==> src/rtl/mac_pkg.sv <==
// -----------------------------------------------------------------------------
// mac_pkg
// Shared definitions for the MAC array read-out path.
//   - ROWS_DEF / COLS_DEF / ACC_W_DEF : default array geometry and width
//   - acc_t                           : signed accumulator element type
//   - drain_state_e                   : drain controller states
//   - sat_narrow()                    : signed clamp of a wide value to out_w
// -----------------------------------------------------------------------------
package mac_pkg;

    localparam int ROWS_DEF  = 4;
    localparam int COLS_DEF  = 4;
    localparam int ACC_W_DEF = 32;

    // Working width for saturation; any ACC_W/OUT_W up to this is supported.
    localparam int SAT_W = 64;

    typedef logic signed [ACC_W_DEF-1:0] acc_t;

    typedef enum logic [1:0] {
        IDLE   = 2'd0,
        STREAM = 2'd1,
        DONE   = 2'd2
    } drain_state_e;

    // Clamp x into [-2^(out_w-1), 2^(out_w-1)-1]. Callers size the result
    // down to out_w bits; a target as wide as SAT_W needs no clamping.
    function automatic logic signed [SAT_W-1:0] sat_narrow(
        input logic signed [SAT_W-1:0] x,
        input int                      out_w
    );
        logic signed [SAT_W-1:0] hi;
        logic signed [SAT_W-1:0] lo;
        if (out_w >= SAT_W) begin
            return x;
        end
        hi = (64'sd1 <<< (out_w - 1)) - 64'sd1;
        lo = -hi - 64'sd1;
        if (x > hi) begin
            return hi;
        end
        if (x < lo) begin
            return lo;
        end
        return x;
    endfunction

endpackage

==> src/rtl/mac_result_drain.sv <==
// -----------------------------------------------------------------------------
// mac_result_drain
// Snapshots the MAC array result matrix on start and streams it out row-major,
// one element per valid/ready beat, optionally saturating each element to
// OUT_W bits. A one-cycle done (and optional acc_clr) follows the last beat.
//
// Ports
//   clk, rst_n      : clock, asynchronous active-low reset
//   start           : drain request, honoured only in IDLE
//   acc[ROWS][COLS] : signed result matrix from the array
//   busy            : high while streaming and in the done cycle
//   done            : one-cycle pulse after the final beat is accepted
//   acc_clr         : one-cycle array clear request (with done if CLR_ON_DONE)
//   m_valid/m_ready : output stream handshake
//   m_data          : current element, saturated/sign-extended to OUT_W
//   m_last          : high on the final element
//   m_idx           : flat row-major index r*COLS+c of the current element
// -----------------------------------------------------------------------------
module mac_result_drain
    import mac_pkg::*;
#(
    parameter int ROWS        = ROWS_DEF,
    parameter int COLS        = COLS_DEF,
    parameter int ACC_W       = ACC_W_DEF,
    parameter int OUT_W       = 32,
    parameter int CLR_ON_DONE = 1,
    localparam int N_ELEM     = ROWS * COLS,
    localparam int IDX_W      = (N_ELEM > 1) ? $clog2(N_ELEM) : 1
) (
    input  logic                    clk,
    input  logic                    rst_n,
    input  logic                    start,
    input  logic signed [ACC_W-1:0] acc [ROWS][COLS],
    output logic                    busy,
    output logic                    done,
    output logic                    acc_clr,
    output logic                    m_valid,
    input  logic                    m_ready,
    output logic signed [OUT_W-1:0] m_data,
    output logic                    m_last,
    output logic [IDX_W-1:0]        m_idx
);

    localparam logic [IDX_W-1:0] LAST_IDX = IDX_W'(N_ELEM - 1);

    drain_state_e            state_q, state_d;
    logic [IDX_W-1:0]        idx_q, idx_d;
    logic signed [ACC_W-1:0] snap_q [N_ELEM];
    logic signed [ACC_W-1:0] snap_d [N_ELEM];

    // Narrow with saturation, pass through, or sign-extend, depending on
    // the relation of OUT_W to ACC_W. Purely combinational.
    function automatic logic signed [OUT_W-1:0] sat_elem(
        input logic signed [ACC_W-1:0] x
    );
        logic signed [SAT_W-1:0] wide;
        wide = SAT_W'(x);
        if (OUT_W < ACC_W) begin
            wide = sat_narrow(wide, OUT_W);
        end
        return OUT_W'(wide);
    endfunction

    // ---------------------------------------------------------------- state reg
    // NOTE: the snapshot is reset along with the control state, so every
    // element has a defined value even if it is read before the first start.
    always_ff @(posedge clk or negedge rst_n) begin
        if (!rst_n) begin
            state_q <= IDLE;
            idx_q   <= '0;
            for (int i = 0; i < N_ELEM; i++) begin
                snap_q[i] <= '0;
            end
        end else begin
            // NOTE: non-blocking so every flop samples pre-edge values.
            state_q <= state_d;
            idx_q   <= idx_d;
            for (int i = 0; i < N_ELEM; i++) begin
                snap_q[i] <= snap_d[i];
            end
        end
    end

    // --------------------------------------------------------------- next state
    always_comb begin
        // NOTE: hold-by-default assignments keep this block latch-free.
        state_d = state_q;
        idx_d   = idx_q;
        for (int i = 0; i < N_ELEM; i++) begin
            snap_d[i] = snap_q[i];
        end

        unique case (state_q)
            IDLE: begin
                if (start) begin
                    for (int r = 0; r < ROWS; r++) begin
                        for (int c = 0; c < COLS; c++) begin
                            snap_d[r*COLS + c] = acc[r][c];
                        end
                    end
                    idx_d   = '0;
                    state_d = STREAM;
                end
            end
            STREAM: begin
                // m_valid is implied by STREAM, so m_ready alone marks a transfer.
                if (m_ready) begin
                    if (idx_q == LAST_IDX) begin
                        idx_d   = '0;
                        state_d = DONE;
                    end else begin
                        idx_d = idx_q + IDX_W'(1);
                    end
                end
            end
            DONE: begin
                // start is deliberately not looked at here.
                state_d = IDLE;
            end
            default: begin
                state_d = IDLE;
            end
        endcase
    end

    // ------------------------------------------------------------------ outputs
    // Decoded from registered state only; m_ready never reaches m_valid.
    always_comb begin
        busy    = 1'b0;
        done    = 1'b0;
        acc_clr = 1'b0;
        m_valid = 1'b0;
        m_data  = '0;
        m_last  = 1'b0;
        m_idx   = '0;

        unique case (state_q)
            STREAM: begin
                busy    = 1'b1;
                m_valid = 1'b1;
                m_data  = sat_elem(snap_q[idx_q]);
                m_idx   = idx_q;
                m_last  = (idx_q == LAST_IDX);
            end
            DONE: begin
                busy    = 1'b1;
                done    = 1'b1;
                acc_clr = (CLR_ON_DONE != 0);
            end
            default: begin
            end
        endcase
    end

endmodule

==> config.mk <==
export PLATFORM = sky130hd
export DESIGN_NAME = mac_result_drain
export DESIGN_NICKNAME = d
export VERILOG_FILES = /design/src/rtl/mac_pkg.sv /design/src/rtl/mac_result_drain.sv
export SDC_FILE = /design/constraint.sdc
export NUM_CORES = 1
export LEC_CHECK = 0
export CELL_PAD_IN_SITES_DETAIL_PLACEMENT = 2
export CELL_PAD_IN_SITES_GLOBAL_PLACEMENT = 2
export CORE_MARGIN = 10
export CORE_UTILIZATION = 37
export CTS_CLUSTER_SIZE = 40
export DETAILED_ROUTE_END_ITERATION = 16
export GPL_TIMING_DRIVEN = 1
export PLACE_DENSITY_LB_ADDON = 0.08
export SYNTH_ARGS = -nofsm -noshare
export SYNTH_HDL_FRONTEND = slang
export SYNTH_SLANG_ARGS = --single-unit
export TNS_END_PERCENT = 100
==> constraint.sdc <==
create_clock -name clk -period 5.9 [get_ports clk]
set_input_delay 0.885 -clock clk [delete_from_list [all_inputs] [get_ports clk]]
set_output_delay 0.885 -clock clk [all_outputs]
set_load 0.03 [all_outputs]
==> Word-level counts from Yosys, hierarchy flattened <==
Cells that the tools add are included.
{ "totals": {"register_bits": 518, "in_bits": 516, "output_inout_bits": 41, "wordCells": 50} }
{ "classes": {"n_addsub": 1, "magnitude_cmp": 1, "eq_ne": 6, "mux": 17, "bitwise": 1, "n_reduce_logical": 6} }
{ "op_table": {"columns": ["operator", "count"], "rows": [
  ["binary-select mux 32 bit (select 4 bit)", 1],
  ["two-way mux 32 bit", 3],
  ["two-way mux 4 bit", 4],
  ["case mux 4 bit (2 select lines)", 1],
  ["two-way mux 2 bit", 3],
  ["inequality test 2 bit (second input constant)", 3],
  ["AND reduction 3 bit", 2],
  [">= comparator 5 bit (second input constant)", 1],
  ["inverter 4 -> 5 bit", 1],
  ["adder 4 x 1 -> 4 bit (second input constant)", 1],
  ["equality test 4 bit (second input constant)", 1],
  ["two-way mux 1 bit", 4],
  ["case mux 2 bit (2 select lines)", 1],
  ["equality test 2 x 1 -> 1 bit (second input constant)", 1],
  ["equality test 2 bit (second input constant)", 1],
  ["zero test 2 bit", 1],
  ["AND reduction 2 bit", 1],
  ["nonzero test 2 bit", 1],
  ["OR reduction 2 bit", 1]
]} }

==> Depth between registers and ports, before layout <==
{ "logic_depth": {"depth_word": 5, "mapped_depth": 8} }

==> Least setup slack after synthesis <==
OpenSTA, ideal clock, no wires.
{ "synth_path": {"kind": "register -> output", "from": "reg state_q[1]", "to": "out m_data[0]", "arrival_ns": 2.229, "path_slack_ns": 2.786, "path_stages_with_launch": 9, "path_buffers": 3, "cell_sequence": "dfrtp_1 inv_1 ha_1 and2_1 clkbuf_1 buf_4 buf_2 nand2_1 a21oi_1"} }
{ "synth_via": {"elab_chain_len": 2} }
{ "synth_lines": {"columns": ["item", "line", "rtl"], "rows": [
  ["from (decl)", "mac_result_drain.sv:46", "drain_state_e state_q, state_d;"],
  ["from (signal assigned)", "mac_result_drain.sv:76", "state_q <= state_d;"],
  ["equality test 2 x 1 -> 1 bit", "mac_result_drain.sv:137", "unique case (state_q)"],
  ["two-way mux 32 bit", "mac_result_drain.sv:137", null],
  ["to (decl)", "mac_result_drain.sv:39", "output logic signed [OUT_W-1:0] m_data,"]
]} }
Every way passes these cells.

==> Worst setup path in the final report <==
{ "layout_path": {"from": "reg idx_q[2]", "to": "out m_data[18]"} }
{ "layout_via": {"elab_chain_len": 5} }
{ "layout_lines": {"columns": ["item", "line", "rtl"], "rows": [
  ["from (decl)", "mac_result_drain.sv:47", "logic [IDX_W-1:0] idx_q, idx_d;"],
  ["from (signal assigned)", "mac_result_drain.sv:77", "idx_q <= idx_d;"],
  ["inverter 4 -> 5 bit (not written as such)", "mac_result_drain.sv:141", "m_data = sat_elem(snap_q[idx_q]);"],
  ["binary-select mux 32 bit (select 4 bit)", "mac_result_drain.sv:141", null],
  ["two-way mux 32 bit (not written as such) (2 in a row)", "mac_result_drain.sv:141", null],
  ["two-way mux 32 bit", "mac_result_drain.sv:137", null]
]} }
Every way passes these cells. The select of a mux whose other input is x is not followed.

==> flow_metrics.tcl <==
set metrics [dict create \
    cts_max_level 2 \
    rows 92 \
    grt_max_degree 147 \
    synth_top_cells_by_area "dfrtp_1 55%, mux2_2 24%, mux4_2 6.8%" \
    syn_nets 2090 \
    setup_violations 0 \
    timing.hold.ws_ns 0.3356 \
    cp.required_ns 5.02 \
    die_h_um 273.3 \
    dp_cells 2870 \
    crit_path_max_fanout 47 \
    antenna_found_initial 19 \
    routedWlPerCell_um 29.94 \
    ys_ff_latch 518 \
    tns_ns 0 \
    numCtsBuffers 58 \
    clock_latency_ns 0.61 \
    rsz0062_at_grt "no" \
    synth_common_cells "518 x dfrtp_1, 514 x mux2_2, 102 x mux2i_1, 72 x mux4_2, 66 x buf_2" \
    cts-hold-fix-buffers 0 \
    clk_pin_slew_ns 0.06 \
    dp_hpwl_um 67250 \
    fin_nets 2606 \
    grt.total_usage_pct 23.44 \
    dp_slack_ns 1.618 \
    synth-edff-count 0 \
    drc 0 \
    maxCapViolCount 0 \
    total_power_mw 16.68 \
    finalCriticalPeriod_ns 4.909 \
    root_buffer "clkbuf_16" \
    min_path_type "input pin to asynchronous set/reset pin" \
    vdd_drop_max_uv 256.0 \
    min_period_over_period_pct 83.21 \
    fill_cells 5928 \
    gp_congestion 0.8534 \
    cts_sinks 518 \
    synth.cell_area_um2 23750 \
    synth_top_area_share_pct 54.58 \
    maxSlewHeadroom_pct 21.00 \
    status "finished, final reports clean" \
    fin_ws_ns 0.9906 \
    synth_cell_types 38 \
    ant_nets 0 \
    dieArea_um2 74720 \
    yosysWarningCount 0 \
    tightest_slew_ns 1.182 \
    cts_tree "yes" \
    arrival_ns 4.02 \
    grt_overflow 0 \
    cellPowerDensity_nw_per_um2 521.9 \
    critPathLaunchType "register" \
    async_flop_share_pct 100.0 \
    routed_wl_um 89270 \
    postCtsSetupBuffers 0 \
    leakagePower_nw 12.66 \
    seq_area_um2 12970 \
    synth_most_common_cell "dfrtp_1" \
    clk_path_buf_depth 3 \
    hold_viol_final 0 \
    synthFlopType "dfrtp_1" \
    yosysTopAreaCell "dfrtp_1" \
    core_um2 63310 \
    ios 557 \
    multiInputGateArea_um2 10080 \
    syn_avg_cell_area_um2 15.15 \
    final_cells 2982 \
    placed_area_um2 29970 \
    vias_per_cell 5.315 \
    ys_seq_area_share_pct 54.58 \
    grt_pass1_wl_um 128900 \
    final_util_pct 50.47 \
    grt_pass1_vias 18479 \
    numPortBuffers 556 \
    finalClockSkew_ns 0.01398 \
    fmaxAchievable_mhz 203.7 \
    dr.pass1.iters 5 \
    syn2layout_area_growth_pct 34.56 \
    drt-initial-drc-count 900 \
    die_w_um 273.3 \
    vias 15848 \
    stdcell_area_um2 31960 \
    postSynthCellCount 1568 \
    drive_gt1_share_pct 33.05 \
    maxSlewViolCount 0 \
    endpoint_kind "output pin" \
    crit_type "register to output pin" \
    start_util_pct 37.51 \
    post_cts_resized 0 \
]
[logic make-up (layout without fill, tap and decap cells)]
logic type / count (synthesis) / count (layout) / synth area share [%]
muxes: 693 / 693 / 36.05
other: 0 / 6 / 0
buffers and inverters: 122 / 684 / 3.056
and+or+nand+nor: 115 / 115 / 2.334
adders and majority gates: 6 / 6 / 0.3161
AOI/OAI and AO/OA: 114 / 114 / 3.657
DFF: 518 / 518 / 54.58
[flip-flops by register name (all words and copies together), names as in the netlist]
register  count
idx_q         4
state_q       2
snap_q      512
[layout make-up]
type / count / area share [%]
Sequential cell: 518 / 40.60
Multi-Input combinational cell: 928 / 31.56
Timing Repair Buffer: 573 / 18.26
Clock buffer: 93 / 5.560
Tap cell: 846 / 3.312
Clock inverter: 13 / 0.6030
Inverter: 5 / 0.05873
Antenna cell: 6 / 0.04699
[final timing paths]
kind / startpoint / end / slack [ns] / cells past startpoint
hold / removal: rst_n / snap_q[22]$_DFFE_PN0P_ / 0.34 / 1
hold reg to reg: snap_q[111]$_DFFE_PN0P_ / snap_q[111]$_DFFE_PN0P_ / 0.50 / 1
min in group clk: snap_q[111]$_DFFE_PN0P_ / snap_q[111]$_DFFE_PN0P_ / 0.50 / 1
setup reg to reg: state_q[0]$_DFFE_PN0P_ / snap_q[279]$_DFFE_PN0P_ / 3.37 / 5
setup / recovery: idx_q[2]$_DFFE_PN0P_ / m_data[18] / 0.99 / 5
max in group asynchronous: rst_n / snap_q[461]$_DFFE_PN0P_ / 4.11 / 2
[cells in the final DEF, fill, tap and decap left out, drive strengths merged, types with 7 or more instances in the layout]
| master | Yosys | final |
|---|---|---|
| o211ai | 30 | 30 |
| mux4 | 77 | 77 |
| mux2 | 514 | 514 |
| a22oi | 53 | 53 |
| clkinv | 0 | 7 |
| nand3 | 42 | 42 |
| a32oi | 13 | 13 |
| clkdlybuf4s50 | 0 | 555 |
| dfrtp | 518 | 518 |
| clkbuf | 23 | 93 |
| nand2 | 42 | 42 |
| mux2i | 102 | 102 |
| nand4 | 13 | 13 |
| buf | 94 | 18 |
[routing by layer]
| layer | wire length (um) | share of wire, % | GRT usage, % | up-vias |
|---|---|---|---|---|
| li1 | - | - | - | 6905 |
| met1 | 31620 | 35 | 24.58 | 8431 |
| met2 | 50310 | 56 | 45.41 | 388 |
| met3 | 5575 | 6.2 | 6.393 | 104 |
| met4 | 1631 | 1.8 | 5.350 | 20 |
| met5 | 127 | 0.14 | 0 | - |
[critical path, cell delays in order, from the launching register on]
cell and delay [ns]:
dfrtp_4 0.94, nor2b_4 1.08, a22oi_1 0.23, a22oi_1 0.24, o211ai_1 0.16, clkdlybuf4s50_1 0.74
[power by group]
part           switching [mW]  internal [mW]
Sequential               1.10           5.39
Combinational            3.00           3.44
Clock                    1.48           2.26
Note: power is estimated with default switching activity, not from simulation.
